--- config.mk ---
export PLATFORM = sky130hd
export DESIGN_NAME = seven_seg_receiver
export DESIGN_NICKNAME = d
export VERILOG_FILES = /design/src/rtl/seven_seg_receiver.sv
export SDC_FILE = /design/constraint.sdc
export NUM_CORES = 1
export LEC_CHECK = 0
export CAP_MARGIN = 20
export CORE_ASPECT_RATIO = 0.8
export CORE_MARGIN = 8
export CORE_UTILIZATION = 55
export DETAILED_ROUTE_END_ITERATION = 8
export DONT_BUFFER_PORTS = 1
export GPL_TIMING_DRIVEN = 0
export HOLD_SLACK_MARGIN = 0.03
export PLACE_DENSITY = 0.72
export SLEW_MARGIN = 15
export SYNTH_ARGS = -nofsm -noshare
export SYNTH_HDL_FRONTEND = slang
export SYNTH_SLANG_ARGS = --single-unit
--- constraint.sdc ---
create_clock -name i_CLK -period 5.41 [get_ports i_CLK]
set_clock_uncertainty 0.15 [all_clocks]
set_input_delay 1.3525 -clock i_CLK [delete_from_list [all_inputs] [get_ports i_CLK]]
set_output_delay 1.3525 -clock i_CLK [all_outputs]
set_load 0.05 [all_outputs]
--- src/rtl/seven_seg_receiver.sv ---
// Receiving end of the 7-segment serial display link.
// Rebuilds 16-bit frames {segments, select} from the data/latch lines, decodes each
// frame to a digit position and BCD value, and after an in-order 3..0 scan outputs
// the reconstructed binary number.
module seven_seg_receiver #(
  parameter int unsigned SEG_ACTIVE_LOW = 0,
  parameter int unsigned FRAME_BITS     = 16
) (
  input  logic        i_CLK,
  input  logic        i_RST,
  input  logic        i_Data,
  input  logic        i_Latch,
  output logic        o_Frame_Valid,
  output logic [1:0]  o_Digit_Sel,
  output logic [7:0]  o_Segments,
  output logic [3:0]  o_BCD,
  output logic [13:0] o_Value,
  output logic        o_Value_Valid,
  output logic        o_Frame_Err,
  output logic        o_Decode_Err
);

  localparam logic [3:0] LastBit = 4'(FRAME_BITS - 1);

  typedef enum logic {StSync, StShift} state_e;

  state_e            state_q, state_d;
  logic [3:0]        cnt_q, cnt_d;
  logic [15:0]       sr_q, sr_d;
  logic              frame_done, frame_bad;

  logic [15:0]       frame_w;
  logic [7:0]        seg_eff;
  logic              sel_ok, seg_ok, good;
  logic [1:0]        digit;
  logic [3:0]        bcd;

  logic [1:0]        expect_q, expect_d;
  logic [3:0][3:0]   dig_q, dig_d;
  logic              scan_done_q, scan_done_d;

  logic              frame_valid_q, frame_err_q, decode_err_q, value_valid_q;
  logic [1:0]        digit_sel_q;
  logic [7:0]        segments_q;
  logic [3:0]        bcd_q;
  logic [13:0]       value_q;

  // State register for the framing FSM.
  always_ff @(posedge i_CLK or posedge i_RST) begin
    if (i_RST) state_q <= StSync;
    else       state_q <= state_d;
  end

  // Next state: leave SYNC on a latch-low; fall back to SYNC on a missing end marker.
  always_comb begin
    state_d = state_q;
    unique case (state_q)
      StSync:  if (!i_Latch) state_d = StShift;
      StShift: if (i_Latch && (cnt_q == LastBit)) state_d = StSync;
      default: state_d = StSync;
    endcase
  end

  // FSM outputs: shift/count control and frame-complete / framing-error strobes.
  always_comb begin
    cnt_d      = cnt_q;
    sr_d       = sr_q;
    frame_done = 1'b0;
    frame_bad  = 1'b0;
    unique case (state_q)
      StSync: cnt_d = 4'd0;
      StShift: begin
        sr_d = {i_Data, sr_q[15:1]};
        if (!i_Latch) begin
          // Latch low always realigns the bit counter.
          cnt_d = 4'd0;
          if (cnt_q == LastBit) frame_done = 1'b1;
          else                  frame_bad  = 1'b1;
        end else if (cnt_q == LastBit) begin
          cnt_d     = 4'd0;
          frame_bad = 1'b1;
        end else begin
          cnt_d = cnt_q + 4'd1;
        end
      end
      default: cnt_d = 4'd0;
    endcase
  end

  // Shift register and bit counter.
  always_ff @(posedge i_CLK or posedge i_RST) begin
    if (i_RST) begin
      cnt_q <= 4'd0;
      sr_q  <= 16'd0;
    end else begin
      cnt_q <= cnt_d;
      sr_q  <= sr_d;
    end
  end

  // Decode the frame as it completes, including the bit arriving this cycle.
  always_comb begin
    frame_w = {i_Data, sr_q[15:1]};
    seg_eff = (SEG_ACTIVE_LOW != 0) ? ~frame_w[15:8] : frame_w[15:8];
    sel_ok  = 1'b1;
    digit   = 2'd0;
    case (frame_w[7:0])
      8'h04:   digit = 2'd3;
      8'h08:   digit = 2'd2;
      8'h20:   digit = 2'd1;
      8'h40:   digit = 2'd0;
      default: sel_ok = 1'b0;
    endcase
    seg_ok = 1'b1;
    bcd    = 4'd0;
    // Decimal point (bit 7) is ignored.
    case (seg_eff[6:0])
      7'h3F:   bcd = 4'd0;
      7'h06:   bcd = 4'd1;
      7'h5B:   bcd = 4'd2;
      7'h4F:   bcd = 4'd3;
      7'h66:   bcd = 4'd4;
      7'h6D:   bcd = 4'd5;
      7'h7D:   bcd = 4'd6;
      7'h07:   bcd = 4'd7;
      7'h7F:   bcd = 4'd8;
      7'h6F:   bcd = 4'd9;
      default: seg_ok = 1'b0;
    endcase
    good = frame_done && sel_ok && seg_ok;
  end

  // Scan tracker: accept digits 3,2,1,0 in order; any disturbance restarts at 3.
  always_comb begin
    expect_d    = expect_q;
    dig_d       = dig_q;
    scan_done_d = 1'b0;
    if (frame_bad || (frame_done && !good)) begin
      expect_d = 2'd3;
    end else if (good) begin
      if (digit == expect_q) begin
        dig_d[digit] = bcd;
        if (digit == 2'd0) begin
          expect_d    = 2'd3;
          scan_done_d = 1'b1;
        end else begin
          expect_d = expect_q - 2'd1;
        end
      end else if (digit == 2'd3) begin
        // Out-of-order thousands digit starts a fresh scan.
        dig_d[3] = bcd;
        expect_d = 2'd2;
      end else begin
        expect_d = 2'd3;
      end
    end
  end

  // Frame outputs, error pulses, scan state and the registered multiply-add.
  always_ff @(posedge i_CLK or posedge i_RST) begin
    if (i_RST) begin
      frame_valid_q <= 1'b0;
      frame_err_q   <= 1'b0;
      decode_err_q  <= 1'b0;
      digit_sel_q   <= 2'd0;
      segments_q    <= 8'd0;
      bcd_q         <= 4'd0;
      expect_q      <= 2'd3;
      dig_q         <= '0;
      scan_done_q   <= 1'b0;
      value_q       <= 14'd0;
      value_valid_q <= 1'b0;
    end else begin
      frame_valid_q <= good;
      frame_err_q   <= frame_bad;
      decode_err_q  <= frame_done && !good;
      if (good) begin
        digit_sel_q <= digit;
        segments_q  <= frame_w[15:8];
        bcd_q       <= bcd;
      end
      expect_q      <= expect_d;
      dig_q         <= dig_d;
      scan_done_q   <= scan_done_d;
      value_valid_q <= scan_done_q;
      if (scan_done_q) begin
        value_q <= 14'(dig_q[3]) * 14'd1000 + 14'(dig_q[2]) * 14'd100
                 + 14'(dig_q[1]) * 14'd10 + 14'(dig_q[0]);
      end
    end
  end

  assign o_Frame_Valid = frame_valid_q;
  assign o_Frame_Err   = frame_err_q;
  assign o_Decode_Err  = decode_err_q;
  assign o_Digit_Sel   = digit_sel_q;
  assign o_Segments    = segments_q;
  assign o_BCD         = bcd_q;
  assign o_Value       = value_q;
  assign o_Value_Valid = value_valid_q;

endmodule

# Word-level counts from Yosys, hierarchy flattened
# Index checks and enable logic that the tools add are counted.
dict set report op_classes {
  multipliers 3
  eq_ne 17
  n_div 0
  n_bitwise 2
  reduce_logical 14
  n_lt_le_gt_ge 2
  n_shift 0
  n_mux 30
  addsub 5
}
# cell n
set ops {}
lappend ops {{equality test 7 bit, second input constant} 7}
lappend ops {{case mux 4 bit (9 select lines)} 1}
lappend ops {{2-to-1 mux 4 bit} 5}
lappend ops {{bitwise mux 16 bit} 1}
lappend ops {{2-to-1 mux 1 bit} 15}
lappend ops {{adder 14 x 11 -> 14 bit} 1}
lappend ops {{adder 14 x 4 -> 14 bit} 1}
lappend ops {{adder 14 x 8 -> 14 bit} 1}
lappend ops {{equality test 7 x 3 -> 1 bit, second input constant} 2}
lappend ops {{multiplier 4 x 7 -> 11 bit, second input constant} 1}
lappend ops {{OR reduction 10 bit} 1}
lappend ops {{multiplier 4 x 5 -> 9 bit, second input constant} 1}
lappend ops {{demux 4 bit (select 2 bit)} 1}
lappend ops {{equality test 8 x 3 -> 1 bit, second input constant} 1}
lappend ops {{equality test 8 x 4 -> 1 bit, second input constant} 1}
lappend ops {{equality test 8 x 6 -> 1 bit, second input constant} 1}
lappend ops {{equality test 8 x 7 -> 1 bit, second input constant} 1}
lappend ops {{2-to-1 mux 2 bit} 4}
lappend ops {{case mux 4 bit (2 select lines)} 1}
lappend ops {{equality test 7 x 6 -> 1 bit, second input constant} 1}
lappend ops {{multiplier 4 x 3 -> 7 bit, second input constant} 1}
lappend ops {{case mux 2 bit (3 select lines)} 1}
lappend ops {{AND reduction 3 bit} 2}
lappend ops {{logical AND 1 bit} 5}
lappend ops {{14 further kinds} 16}
dict set report word_totals {
  ff_bits 72
  latchBits 0
  mem_bits_rw 0
  inputBits 4
  memories 0
  mem_bits_ro 0
  wordCells 90
}

# Logic depth before layout (Yosys ltp)
# Gate-level depths: netlist of run 1.
dict set report depth {
  depth_word 11
  depth_mapped 16
  depth_no_buf 16
}

# Worst setup path after synthesis of run 1
# OpenSTA, ideal clock, no wires.
dict set report synth_timing {
  path_kind {flip-flop to flip-flop}
  from {register dig_q[14] (netlist name)}
  to {register value_q[13], in the netlist o_Value[13]}
  n_path_buf 0
  synth_period_minus_slack_ns 4.253
  setup_slack_ns 1.157
  setup_time_ns 0.125
  required_time_ns 5.135
  t_arrival_ns 3.978
  stages_incl_launch_ff 15
  path_cell_list {dfrtp_1 > fa_1 > fa_1 > ha_1 > nand2_1 > nand2_1 > a21oi_1 > xor2_1 > ha_1 > ha_1 > ha_1 > and3_1 > a211oi_1 > xnor2_1 > mux2_2}
}
dict set report synth_between {
  elab_chain_len 4
}
# element line_no
set synth_rtl {}
lappend synth_rtl {{from (decl)} 39} ;# logic [3:0][3:0] dig_q, dig_d;
lappend synth_rtl {{from (signal assigned)} 183} ;# dig_q <= dig_d;
lappend synth_rtl {{multiplier 4 x 7 -> 11 bit} 187} ;# value_q <= 14'(dig_q[3]) * 14'd1000 + 14'(dig_q[2]) * 14'd100
lappend synth_rtl {{adder 14 x 11 -> 14 bit} 187}
lappend synth_rtl {{adder 14 x 8 -> 14 bit} 188} ;# + 14'(dig_q[1]) * 14'd10 + 14'(dig_q[0]);
lappend synth_rtl {{adder 14 x 4 -> 14 bit} 188}
lappend synth_rtl {{to (signal assigned)} 187}
lappend synth_rtl {{to (decl)} 46} ;# logic [13:0] value_q;
# Every way passes these cells.
# A chain may end at the register's enable or synchronous reset.

# Worst setup path in the final report of run 1
# Ends and elaborated chain as after synthesis.

==> results of run 1 <==
## layer usage
layer / vias up / global-route usage [%]
li1: 1553 / -
met1: 1566 / 21.6
met2: 65 / 23.1
met3: 11 / 4.87
met4: 0 / 4.12
met5: - / 0
## logic make-up (layout without fill, tap and decap cells)
logic type | Yosys count | count (layout) | synth area share, %
DFF | 71 | 71 | 37.3
AOI/OAI and AO/OA | 71 | 71 | 10.8
adders and majority gates | 70 | 70 | 21.1
buffers and inverters | 61 | 78 | 5.02
and+or+nand+nor | 88 | 88 | 9.61
muxes | 54 | 54 | 13.0
xor gates and xnor gates | 17 | 17 | 3.12
## registers in the layout (all words and copies together) (netlist names), 2 cells and up
register	flops
cnt_q	4
dig_q	16
expect_q	2
o_BCD	4
o_Digit_Sel	2
o_Segments	8
o_Value	14
sr_q	15
## per-stage QoR
stage,hold slack [ns],std cells
floorplan,0.202,432
global placement,0.291,544
detailed placement,0.269,545
CTS,0.288,561
global route,0.298,561
finish,0.292,561
## power by group through the flow
stage,Sequential (mW),Clock [mW],Combinational [mW]
floorplan,0.555,0,0.0385
global placement,0.556,0,0.0465
detailed placement,0.557,0,0.0510
CTS,0.546,0.468,0.0512
global route,0.548,0.489,0.0572
finish,0.546,0.456,0.0505
## cell usage in the layout (no fill, tap or decap), types with 12 or more instances in the layout
cell	count
inv_1	42
fa_1	17
ha_1	53
nand2_1	23
mux2_2	26
nor2_1	16
xnor2_1	12
mux2_1	21
nor3_1	13
dfrtp_1	69
## final cells by class
| class | instances | share of cell area (%) |
|---|---|---|
| Buffer | 17 | 1.43 |
| Sequential cell | 71 | 34.6 |
| Timing Repair Buffer | 1 | 0.535 |
| Multi-Input combinational cell | 300 | 53.4 |
| Clock inverter | 6 | 1.41 |
| Clock buffer | 10 | 2.68 |
| Inverter | 44 | 3.26 |
| Tap cell | 112 | 2.72 |
## worst min-delay path by stage
stage	start	end	slack (ns)	cells after the start
2_1_floorplan	scan_done_q	o_Value_Valid	0.20	0
3_3_place_gp	scan_done_q	o_Value_Valid	0.29	0
3_5_place_dp	scan_done_q	o_Value_Valid	0.27	0
4_1_cts	scan_done_q	o_Value_Valid	0.29	0
5_1_grt	scan_done_q	o_Value_Valid	0.30	0
6_report	scan_done_q	o_Value_Valid	0.29	0
## worst max-delay path: cells and delay by family (launching register included)
kind | cells | cell delay (ns)
adders and majority gates | 6 | 2.41
AOI/OAI and AO/OA | 4 | 0.74
DFF | 1 | 0.51
xor gates and xnor gates | 2 | 0.32
muxes | 1 | 0.26
buffers and inverters | 1 | 0.06
and+or+nand+nor | 1 | 0.03
==> out/summary.txt, run 1 <==
Worst EP arrival -> 4.66 ns
Comb pwr share -> 4.8%
num rows -> 30
Die ar. -> 11900 um2
post-synthesis sequential area ratio -> 37.3%
Die Wd -> 120 um
P&R area growth vs syn -> 7.98%
Final Util -> 60.9%
fillers -> 679
start of the worst register-to-register path -> dig_q[14]
Worst-Margin Slew -> 0.588 ns
hold buffer count at CTS -> 0
GRT Total Usage -> 15.6%
routed vias -> 3195
Clock Pin Slew Worst Setup and Hold Paths -> 0.08 ns
Psw -> 0.265 mW
synthesized area -> 4760 um2
setup ws final -> 0.847 ns
Int Pwr -> 0.788 mW
Vias/cell -> 5.70
slowest CP cell -> fa_1
Post-synth EDFFs -> 0
register share of total power -> 51.9%
io pins -> 36
Post-DRT Antenna Nets -> 0
Place WS -> 0.852 ns
net count after synthesis -> 506
routed length on met1 -> 4440 um
yosys warns -> 0
crit end category -> flip-flop
CTS Root Cell -> clkbuf_8
CP required -> 5.50 ns
GRT overflow -> 0
Starting Density -> 56.4%
Clock Power Share -> 43.3%
total core area -> 8450 um2
Crit. Startpoint -> dig_q[14]
post-cts sizing count -> 0
synth unique cells -> 61
sequential cell area -> 1780 um2
layout cells sized above 1 -> 13.4%
cell area after layout -> 5140 um2
RSZ-0062 raised after global routing -> false
vias in the first global route -> 3124
fin nets -> 518
CTS Buffer Depth -> 2
drt first pass iters -> 4
synth cell count leaders -> dfrtp_1, ha_1, inv_1
startpoint types -> flip-flop
Post-DP HPWL -> 6860 um
WL met2 -> 4010 um
max-cap check violation count -> 0
status -> finished, final reports clean
worst skew pair latency -> 0.35 ns
Diodes inserted -> 0
critical path type -> reg -> reg
DRC -> 0
Lkg Pwr -> 2.70 nW
final setup TNS -> 0 ns
multi-input logic area -> 2750 um2
worst setup path end -> o_Value[13]
WL/cell -> 16.1 um
clk sinks -> 71
Fmax -> 219 MHz
HP Class -> reg -> reg
R2R setup slack -> 0.85 ns
most area-consuming cells after synthesis -> dfrtp_1, ha_1, fa_1, mux2_2, mux2_1
Num CTS Buffers -> 9
Mapped Cells -> 432
Tcrit/Tclk final -> 84.3%
CTS tree -> done
I/O Buffers -> 0
initial antenna violation count -> 0
Tot Pwr -> 1.05 mW
final setup fails -> 0
Crit Path Max Fanout -> 7
final-report hold violation count -> 0
Pins Over Slew Limit -> 0
Iter 0 DRT Violations -> 82
largest net degree at the start of global routing -> 49
ys flop type -> dfrtp_1
CP Cell Sequence -> fa_1, fa_1, ha_1, inv_1, o21ai_0, xor2_1, ha_1, ha_1, ha_1, o21a_1, nor2_1, a21oi_1, a211oi_1, xnor2_1, mux2_2
slowest stage delay, CP -> 0.68 ns
placed inst area -> 4930 um2
FF-to-FF End -> o_Value[13]
FF+latch count, synth -> 71
sw frac -> 25.2%
Die H -> 99.3 um
Synth top area share -> 36.2%
first-pass GRT wire length -> 15200 um
share of synthesized registers carrying an async set or reset -> 100%
htree depth -> 3
Routed WL -> 9030 um
Peak supply drop -> 0.187 mV
most frequent cell after synthesis -> dfrtp_1
# Post-CTS Setup Buffers -> 0
power per cell area -> 205 nW/um2
metal3 WL -> 508 um
max layer used -> met4
Synth area leader -> dfrtp_1
Max-slew headroom -> 60.8%
cell mode on critical path -> ha_1
routability cong. -> 0.799
Synth Area per Inst -> 11.0 um2
cells on worst reg2reg path -> 15
Tmin final -> 4.56 ns
Power figures use the tool's default switching activity.
==> run 2: changes to the inputs <==
Settings changed: ABC_AREA set to 1.
Clock period 5.41 ns to 4.4 ns, I/O delays scaled along.
==> run 2 against run 1 <==
Compared with the run above: die area up 0.35%; synthesized cell count up 31%; clock power up 32%; routed wire length up 10%; cell count up 25%; non-clock buffer count down 2; total power up 26%; critical path type unchanged; critical endpoint is now o_Value[10]; largest cell class unchanged.
==> out/summary.txt, run 2 <==
Post-synth EDFFs -> 0 (unchanged)
Die H -> 99.4 um (was 99.3 um)
Synth Area in Compound Gates -> 9.39% (was 10.8%)
Starting Density -> 56.4% (about the same)
CTS Root Cell -> clkbuf_8 (unchanged)
max FFs per register -> 16 (unchanged)
net count after synthesis -> 640 (was 506)
HP Class -> reg -> reg (unchanged)
adder-cell area share of the yosys netlist -> 21.0% (was 21.1%)
most frequent cell after synthesis -> nand2_1 (was dfrtp_1)
start of the worst register-to-register path -> dig_q[13] (was dig_q[14])
Worst-Margin Slew -> 0.517 ns (was 0.588 ns)
CP required -> 4.46 ns (was 5.50 ns)
clk sinks -> 71 (unchanged)
R2R setup slack -> 0.16 ns (was 0.85 ns)
io pins -> 36 (unchanged)
max-cap check violation count -> 0 (unchanged)
cell area after layout -> 5340 um2 (was 5140 um2)
CTS tree -> done (unchanged)
Synth Area per Inst -> 8.45 um2 (was 11.0 um2)
cells on worst reg2reg path -> 15 (unchanged)
power per cell area -> 248 nW/um2 (was 205 nW/um2)
first-pass GRT wire length -> 17300 um (was 15200 um)
vias in the first global route -> 3666 (was 3124)
dpl cells -> 679 (was 545)
Die Wd -> 120 um (about the same)
share of synthesized registers carrying an async set or reset -> 100% (unchanged)
post-route non-filler standard cell count -> 700 (was 561)
Tmin final -> 4.24 ns (was 4.56 ns)
drt first pass iters -> 4 (unchanged)
WHS Path Cells -> 1 (was 0)
Mapped Cells -> 566 (was 432)
commonest non-fill, non-tap cells in the layout -> nand2_1, inv_1, dfrtp_1 (was dfrtp_1, ha_1, inv_1)
Synth area leader -> dfrtp_1 (unchanged)
Vias/cell -> 5.27 (was 5.70)
Num CTS Buffers -> 9 (unchanged)
ys flop type -> dfrtp_1 (unchanged)
most area-consuming cells after synthesis -> dfrtp_1, ha_1, nand2_1, fa_1, inv_1 (was dfrtp_1, ha_1, fa_1, mux2_2, mux2_1)
Post-DP HPWL -> 7440 um (was 6860 um)
Routed WL -> 9950 um (was 9030 um)
Clock Pin Slew Worst Setup and Hold Paths -> 0.08 ns (about the same)
FF+latch count, synth -> 71 (unchanged)
FF-to-FF End -> o_Value[10] (was o_Value[13])
final setup TNS -> 0 ns (unchanged)
GRT Total Usage -> 17.8% (was 15.6%)
htree depth -> 3 (unchanged)
layout cells sized above 1 -> 13.1% (was 13.4%)
Iter 0 DRT Violations -> 166 (was 82)
Crit Path Max Fanout -> 5 (was 7)
hold buffer count at CTS -> 0 (unchanged)
Worst Hold Path EP -> cnt_q[0] (was o_Value_Valid)
Max-slew headroom -> 65.6% (was 60.8%)
yosys warns -> 0 (unchanged)
commonest non-fill, non-tap cell in the layout -> nand2_1 (was dfrtp_1)
Die ar. -> 12000 um2 (was 11900 um2)
Synth Area in XOR/XNOR -> 2.56% (was 3.13%)
num rows -> 30 (unchanged)
WL/cell -> 14.2 um (was 16.1 um)
routability cong. -> 0.857 (was 0.799)
Diodes inserted -> 0 (unchanged)
Worst EP arrival -> 4.30 ns (was 4.66 ns)
CTS Buffer Depth -> 2 (unchanged)
critical path type -> reg -> reg (unchanged)
Crit. Startpoint -> dig_q[13] (was dig_q[14])
Tcrit/Tclk final -> 96.3% (was 84.3%)
worst skew pair latency -> 0.35 ns (about the same)
Pins Over Slew Limit -> 0 (unchanged)
routed vias -> 3687 (was 3195)
initial antenna violation count -> 0 (unchanged)
final-report hold violation count -> 0 (unchanged)
DRC -> 0 (unchanged)
total core area -> 8480 um2 (was 8450 um2)
synth unique cells -> 37 (was 61)
crit end category -> flip-flop (unchanged)
Lkg Pwr -> 2.92 nW (was 2.70 nW)
final hold slack -> 0.324 ns (was 0.292 ns)
Tot Pwr -> 1.32 mW (was 1.05 mW)
main combinational cell family by area after synthesis -> simple AND/OR/NAND/NOR gates (was adder cells)
Synth Area in Simple Gates -> 21.5% (was 9.61%)
placed inst area -> 4950 um2 (was 4930 um2)
Peak supply drop -> 0.178 mV (was 0.187 mV)
Hold Crit Start -> cnt_q[0] (was scan_done_q)
I/O Buffers -> 0 (unchanged)
Synth top area share -> 36.1% (was 36.2%)
final setup fails -> 0 (unchanged)
fin nets -> 657 (was 518)
synthesized area -> 4780 um2 (was 4760 um2)
startpoint types -> flip-flop (unchanged)
largest net degree at the start of global routing -> 58 (was 49)
P&R area growth vs syn -> 11.7% (was 7.98%)
synth cell count leaders -> nand2_1, inv_1, dfrtp_1 (was dfrtp_1, ha_1, inv_1)
status -> finished, final reports clean (unchanged)
mux contribution to synthesized area -> 0% (was 13.0%)
post-synthesis sequential area ratio -> 37.2% (was 37.3%)
Most flops, register -> dig_q (unchanged)
GRT overflow -> 0 (unchanged)
Post-DRT Antenna Nets -> 0 (unchanged)
Fmax -> 236 MHz (was 219 MHz)
run 2: routing by layer:
layer,wire [um],global-route usage (%)
met1,4680,23.1
met3,551,4.59
met4,139,4.98
met2,4590,28.8
met5,0,0
run 2: stage by stage:
step	utilization [%]	worst slack [ns]
final	63.0	0.162
after global routing	63.0	-0.0361
after CTS	61.4	-0.0135
after detailed placement	58.4	-0.132
after global placement	58.1	-0.0748
after floorplan	-	0.258
run 2: worst max-delay path by stage:
stage	end	slack, ns
floorplan	o_Value[13]	0.26
global placement	o_Value[12]	-0.07
detailed placement	o_Value[12]	-0.13
CTS	o_Value[12]	-0.01
global route	o_Value[12]	-0.04
finish	o_Value[10]	0.16
run 2: cells by family (layout without fill, tap and decap cells):
group,count (synthesis),in the layout
AND/OR/NAND/NOR,232,232
AO/OA/AOI/OAI,82,82
buffers and inverters,97,119
adder cells (fa/ha/maj),70,70
flip-flops,71,71
XOR/XNOR,14,14
run 2: what timing repair did:
| item | 4_1_cts | 5_1_grt |
|---|---|---|
| endpoints found under the hold margin | 0 | 0 |
| gates resized for setup | 6 | 13 |
| pin swaps | 1 | 7 |
| setup endpoints to repair | 3 | 4 |
| buffers inserted | 2 | 3 |
run 2: cell type report:
cell class                      instances  area [um2]
Fill cell                             731        3140
Multi-Input combinational cell        398        2720
Sequential cell                        71        1780
Inverter                               87         337
Clock buffer                           11         151
Tap cell                              112         140
Clock inverter                          5        80.1
Timing Repair Buffer                    6        65.1
Buffer                                 10        65.1
run 2: where the power goes:
| group | internal (mW) | switching (mW) | leakage, nW |
|---|---|---|---|
| Combinational | 0.0145 | 0.0373 | 1.87 |
| Sequential | 0.662 | 0.0106 | 0.936 |
| Clock | 0.349 | 0.251 | 0.112 |
run 2: critical path: stages (launching register included):
cell,delay (ns)
dfrtp_2,0.45
ha_1,0.33
fa_2,0.49
fa_1,0.57
inv_1,0.07
fa_1,0.53
inv_1,0.04
ha_1,0.28
ha_1,0.37
nand2_1,0.13
inv_1,0.06
a21oi_2,0.18
nor2_1,0.06
nor2_1,0.11
xor2_1,0.16
o21ai_0,0.12
